===== config.mk =====
export PLATFORM = sky130hd
export DESIGN_NAME = threshold_debouncer
export DESIGN_NICKNAME = d
export VERILOG_FILES = /design/src/rtl/threshold_debouncer.sv
export SDC_FILE = /design/constraint.sdc
export NUM_CORES = 1
export LEC_CHECK = 0
export CAP_MARGIN = 15
export CORE_MARGIN = 3
export CORE_UTILIZATION = 47
export DETAILED_ROUTE_END_ITERATION = 6
export GPL_TIMING_DRIVEN = 0
export PLACE_DENSITY_LB_ADDON = 0.15
export SLEW_MARGIN = 20
export SYNTH_ARGS = -nofsm -noshare
export SYNTH_HDL_FRONTEND = slang
export SYNTH_SLANG_ARGS = --single-unit
export TNS_END_PERCENT = 30

===== constraint.sdc =====
create_clock -name clk -period 1.8 [get_ports clk]
set_input_delay 0.45 -clock clk [delete_from_list [all_inputs] [get_ports clk]]
set_output_delay 0.45 -clock clk [all_outputs]
set_load 0.02 [all_outputs]

===== src/rtl/threshold_debouncer.sv =====
// Debounces magnitude-comparator flags into a stable above/below level with crossing pulses.
// Optional crossing event counter enabled by defining THRESH_EVENT_CNT_EN.
module threshold_debouncer #(
   parameter int DEBOUNCE  = 3,
   parameter int CNT_WIDTH = 4,
   parameter int EVT_WIDTH = 8
) (
   input  logic                 clk,
   input  logic                 rst,
   input  logic                 in_valid,
   input  logic                 eq,
   input  logic                 lt,
   input  logic                 gt,
   output logic                 known,
   output logic                 above,
   output logic                 rise,
   output logic                 fall,
   output logic [CNT_WIDTH-1:0] run_cnt,
   output logic [EVT_WIDTH-1:0] evt_cnt
);

   typedef enum logic [1:0] {IDLE, BELOW, ABOVE} state_t;

   localparam logic [CNT_WIDTH-1:0] DEB = CNT_WIDTH'(DEBOUNCE);
   localparam logic [CNT_WIDTH-1:0] ONE = {{(CNT_WIDTH-1){1'b0}}, 1'b1};

   state_t               state_q, state_d;
   logic [CNT_WIDTH-1:0] run_cnt_q, run_cnt_d;
   logic                 dir_q, dir_d;
   logic                 rise_q, rise_d;
   logic                 fall_q, fall_d;
   logic                 up, down;
   logic [CNT_WIDTH-1:0] cnt_inc, idle_next;

   // Only a strictly one-hot gt or lt counts; eq and illegal combinations are holds.
   assign up        = in_valid & gt & ~lt & ~eq;
   assign down      = in_valid & lt & ~gt & ~eq;
   assign cnt_inc   = run_cnt_q + ONE;
   assign idle_next = (dir_q == up) ? cnt_inc : ONE;

   always_comb begin
      state_d   = state_q;
      run_cnt_d = run_cnt_q;
      dir_d     = dir_q;
      rise_d    = 1'b0;
      fall_d    = 1'b0;
      case (state_q)
         IDLE: begin
            if (up || down) begin
               dir_d = up;
               // The first decision sets the level silently, without a crossing pulse.
               if (idle_next == DEB) begin
                  state_d   = up ? ABOVE : BELOW;
                  run_cnt_d = '0;
               end else begin
                  run_cnt_d = idle_next;
               end
            end
         end
         BELOW: begin
            if (up) begin
               if (cnt_inc == DEB) begin
                  state_d   = ABOVE;
                  run_cnt_d = '0;
                  rise_d    = 1'b1;
               end else begin
                  run_cnt_d = cnt_inc;
               end
            end else if (down) begin
               run_cnt_d = '0;
            end
         end
         ABOVE: begin
            if (down) begin
               if (cnt_inc == DEB) begin
                  state_d   = BELOW;
                  run_cnt_d = '0;
                  fall_d    = 1'b1;
               end else begin
                  run_cnt_d = cnt_inc;
               end
            end else if (up) begin
               run_cnt_d = '0;
            end
         end
         default: begin
            state_d   = IDLE;
            run_cnt_d = '0;
         end
      endcase
   end

   always_ff @(posedge clk or posedge rst) begin
      if (rst) begin
         state_q   <= IDLE;
         run_cnt_q <= '0;
         dir_q     <= 1'b0;
         rise_q    <= 1'b0;
         fall_q    <= 1'b0;
      end else begin
         state_q   <= state_d;
         run_cnt_q <= run_cnt_d;
         dir_q     <= dir_d;
         rise_q    <= rise_d;
         fall_q    <= fall_d;
      end
   end

   assign known   = (state_q != IDLE);
   assign above   = (state_q == ABOVE);
   assign rise    = rise_q;
   assign fall    = fall_q;
   assign run_cnt = run_cnt_q;

`ifdef THRESH_EVENT_CNT_EN
   logic [EVT_WIDTH-1:0] evt_cnt_q, evt_cnt_d;

   // Counts alongside the registered pulse so evt_cnt steps in the same cycle rise/fall shows.
   assign evt_cnt_d = evt_cnt_q + EVT_WIDTH'(rise_d | fall_d);

   always_ff @(posedge clk or posedge rst) begin
      if (rst) begin
         evt_cnt_q <= '0;
      end else begin
         evt_cnt_q <= evt_cnt_d;
      end
   end

   assign evt_cnt = evt_cnt_q;
`else
   assign evt_cnt = '0;
`endif

endmodule

# [Word-level counts from Yosys, hierarchy flattened]
# Cells that the tools add are included.
[word_totals] register_bits=9 latchBits=0 mem_bits_rw=0 rom_bits=0 mem_count=0
[classes] addsub=1 multipliers=0 div_mod_pow=0 magnitude_cmp=0 eq_ne=13 n_shift=0 mux=22 bitwise=9 reduce_logical=6
[ops] cell="2-to-1 mux 4 bit" n=8
[ops] cell="2-to-1 mux 2 bit" n=7
[ops] cell="case mux 4 bit (3 select lines)" n=1
[ops] cell="== test 4 x 2 -> 1 bit (second input constant)" n=2
[ops] cell="!= test 2 bit (second input constant)" n=4
[ops] cell="AND 1 bit" n=6
[ops] cell="case mux 2 bit (3 select lines)" n=1
[ops] cell="AND reduction 6 bit" n=1
[ops] cell="2-to-1 mux 1 bit" n=5
[ops] cell="adder 4 x 1 -> 4 bit (second input constant)" n=1
[ops] cell="!= test 2 x 1 -> 1 bit (second input constant)" n=2
[ops] cell="!= test 3 x 1 -> 1 bit (second input constant)" n=1
[ops] cell="!= test 3 bit (second input constant)" n=1
[ops] cell="inverter 1 bit" n=3
[ops] cell="AND reduction 3 bit" n=1
[ops] cell="== test 2 x 1 -> 1 bit (second input constant)" n=1
[ops] cell="== test 2 bit (second input constant)" n=1
[ops] cell="logical NOT 2 bit" n=1
[ops] cell="AND reduction 2 bit" n=1
[ops] cell="nonzero test 2 bit" n=1
[ops] cell="== test 1 bit" n=1
[ops] cell="logical OR 1 bit" n=1

# [Longest topological paths before layout]
[logic_depth] word_depth=9 mapped_depth=6 mapped_depth_nobuf=6

# [Worst setup path before layout]
# Ideal clock, no wire load.
[synth_path] path_type="reg-to-reg" from="reg run_cnt_q[0] (netlist: run_cnt[0])" to="reg state_q[0]" setup_ns=0.124 t_arrival_ns=1.635 path_slack_ns=0.041 path_stages_with_launch=6 period_less_slack_ns=1.759 cell_sequence="dfrtp_1 > ha_1 > nor4b_1 > nand2_1 > and2_1 > a211o_1"
[synth_via] elab_chain_len=5
[synth_lines] element="start: declaration" line_no="28" source="logic [CNT_WIDTH-1:0] run_cnt_q, run_cnt_d;"
[synth_lines] element="start signal: assignment" line_no="102" source="run_cnt_q <= run_cnt_d;"
[synth_lines] element="adder 4 x 1 -> 4 bit (*)" line_no="38" source="assign cnt_inc = run_cnt_q + ONE;"
[synth_lines] element="2-to-1 mux 4 bit" line_no="39" source="assign idle_next = (dir_q == up) ? cnt_inc : ONE;"
[synth_lines] element="== test 4 x 2 -> 1 bit" line_no="52" source="if (idle_next == DEB) begin"
[synth_lines] element="!= test 2 bit (no source line)"
[synth_lines] element="AND reduction 6 bit (no source line) (*)"
[synth_lines] element="end signal: assignment" line_no="101" source="state_q <= state_d;"
[synth_lines] element="end: declaration" line_no="27" source="state_t state_q, state_d;"
# Mark *: on every way between the ends. The rest lies on a longest branch, timed or not.
# A chain may end at the register's enable or synchronous reset.

# [Worst setup path after layout]
[layout_path] from="reg run_cnt_q[0] (netlist: run_cnt[0])" to="reg run_cnt_q[0] (netlist: run_cnt[0])"
[layout_via] elab_chain_len=6
[layout_lines] element="adder 4 x 1 -> 4 bit (*)" line_no="38"
[layout_lines] element="2-to-1 mux 4 bit" line_no="39"
[layout_lines] element="== test 4 x 2 -> 1 bit" line_no="52"
[layout_lines] element="2-to-1 mux 4 bit" line_no="52"
[layout_lines] element="2-to-1 mux 4 bit" line_no="49" source="if (up || down) begin"
[layout_lines] element="case mux 4 bit (3 select lines) (*)" line_no="47" source="case (state_q)"
# Mark *: on every way between the ends. The rest lies on a longest branch, timed or not. The select of a mux whose other input is x is not followed.

==> metrics <==
Logic pwr share=53.1%; Congestion Overflow GR=0; P&R area growth vs syn=29.3%; EDFF count, synth=0; Hold WS=0.452 ns; Crit Reg-Reg Startpoint=run_cnt[0]$_DFFE_PP0P_; gpl congestion=0.821; warnings from Yosys=0; Top FF cell, synth=dfrtp_1; Critical Path AT=1.96 ns; total CTS buffers=3; initial antenna violation count=0; fin. max-slew vios=0; crit path capture=run_cnt[0]$_DFFE_PP0P_; vias in the first global route=672; Net Sw Power=0.505 mW; Syn Std Cell Area=798 sq um; Flop pwr share=31.1%; Max clock buf depth=2; CP Launch Type=flip-flop; status=complete, no violations; hpwl dp=1410 um; Antenna Nets Post-Route=0; final setup fails=0; share of cells above drive strength 1=22.9%; H-tree levels=1; FFs w/ async S/R, synth=100%; Antenna Cells=0; root buffer cell=clkbuf_4; Synth Instances=95; worst r2r dst=run_cnt[0]$_DFFE_PP0P_; overall power=1.09 mW; Post-Route Setup TNS=0 ns; final core occ=66.2%; Worst Setup SP=run_cnt[0]$_DFFE_PP0P_; number of hold violations in the final report=0; worst reg2reg setup slack=0.05 ns; pwr/cell area=1060 mW/mm^2; Port Buffers=12; post-route cell area=0.00103 sq mm; Worst Hold Class=input port to async pin; Fmax achieved=570 MHz; WS Path Type=flip-flop to flip-flop; global-route usage over all layers=19.5%; CTS tree=yes; Final period util=97.4%; Yosys reg bits=9; Post-CTS Hold Buffers=0; First-pass DRT Iterations=4; Placed Area=965 sq um; Initial Util=51.2%; pre-CTS WS=-0.341 ns; switch share=46.3%; synth unique cells=42; Inst Count DP=130; top cell type's share of synthesized area=28.2%; vias per cell=5.99; Clock Power Share=15.7%; post-CTS setup buffer count=0; non-filler instance count after layout=134; area leader, netlist=dfrtp_1; via count=803; Leak=0.491 nW; clock latency on the worst-skew pair=0.27 ns; fin crit period=1.75 ns; width of the die=47.2 um; final wirelength=1980 um; DRT iter0 DRCs=17; sequential area share after synthesis=28.2%; Residual DRC=0; Mapped Avg Cell Area=8.40 sq um; Max-cap violations=0; Nets=127; I/O pin cnt=22; first-pass GRT wire length=3030 um; clock-pin slew on the worst setup and hold paths=0.07 ns; DIE AREA=0.00223 sq mm; worst r2r path cells=6; clock sinks=9; synth top area cells=dfrtp_1 28%, buf_4 8.5%, inv_1 3.3%; Internal=0.585 mW; WL per Instance=14.7 um; Filler Cell Count=148; Final Skew=0.00127 ns; num rows=14; largest net degree at the start of global routing=11; worst vdd ir=0.000646 V; capturing element type of the critical path=flip-flop; core box area=0.00156 sq mm; CP max FO=8; height of the die=47.2 um; Worst EP required=2.01 ns; final worst slack=0.0471 ns
==> registers in the layout (all words and copies together) (netlist names) <==
| register | flops |
|---|---|
| fall | 1 |
| run_cnt | 4 |
| dir_q | 1 |
| state_q | 2 |
| rise | 1 |
==> routing by layer <==
metal	GRT usage, %	vias up	share of wire, %
met4	8.29	0	1.2
met5	0	-	0
met2	29.3	33	49
met3	4.98	4	6.5
met1	26.2	386	43
li1	-	380	-
==> timing repair <==
item	in CTS	in global routing
setup endpoints to repair	11	5
gates resized for setup	18	12
pin swaps	0	0
==> synthesized netlist by cell type, types with 2 or more instances <==
library cell,count
nand3b_1,2
xnor2_1,2
nand2b_1,3
nand3_1,4
nor2_1,3
a21oi_1,2
clkbuf_1,2
nand2_1,4
and4bb_2,2
dfrtp_1,9
xor2_1,2
nor3_1,4
inv_1,7
nor2b_1,4
or4_1,2
o21ai_0,5
a31oi_1,2
or3_1,2
and2_1,2
buf_4,9
ha_1,2
==> kinds of logic after synthesis <==
logic type	synth area share, %
other	0.470
AND/OR/NAND/NOR	32.1
XOR/XNOR	4.39
adder cells (fa/ha/maj)	3.13
flip-flops	28.2
buffers and inverters	12.7
AO/OA/AOI/OAI	19.0
==> area by class of cell <==
class | count | area, sq um | share of cell area, %
repair buffers | 12 | 113 | 10.9
multi-input cells | 75 | 538 | 52.1
inverters | 7 | 26.3 | 2.55
plain buffers | 11 | 82.6 | 8.00
well taps | 16 | 20.0 | 1.94
clock buffers | 4 | 26.3 | 2.55
flip-flops and latches | 9 | 226 | 21.9
==> worst min-delay path by stage <==
stage | from | to | slack (ns) | depth (start not counted)
6_report | rst | fall$_DFF_PP0_ | 0.45 | 2
5_1_grt | gt | dir_q$_DFFE_PP0P_ | 0.48 | 3
4_1_cts | rst | run_cnt[2]$_DFFE_PP0P_ | 0.47 | 2
3_5_place_dp | dir_q$_DFFE_PP0P_ | dir_q$_DFFE_PP0P_ | 0.60 | 2
3_3_place_gp | dir_q$_DFFE_PP0P_ | dir_q$_DFFE_PP0P_ | 0.58 | 2
2_1_floorplan | rst | dir_q$_DFFE_PP0P_ | 0.28 | 1
==> cell usage in the layout, fill, tap and decap left out, types with 4 or more instances in the layout <==
cell,n
nand3_1,4
o21ai_0,5
nor3_1,4
clkdlybuf4s50_1,4
dfrtp_1,8
buf_4,11
conb_1,8
inv_1,7
dlygate4sd2_1,5
nand2_1,4
==> critical path, cell delays in order (launching register included) <==
cell	delay (ns)
dfrtp_2	0.45
inv_1	0.08
ha_1	0.24
and3_1	0.19
a31o_2	0.27
or3_1	0.37
nand3_1	0.08
==> power by group through the flow <==
stage / clock network [mW] / registers (mW) / logic [mW]
finish: 0.172 / 0.339 / 0.579
global route: 0.182 / 0.348 / 0.628
CTS: 0.173 / 0.329 / 0.562
detailed placement: 0 / 0.332 / 0.561
global placement: 0 / 0.327 / 0.553
floorplan: 0 / 0.349 / 0.342
(Power assumes the default switching activity.)
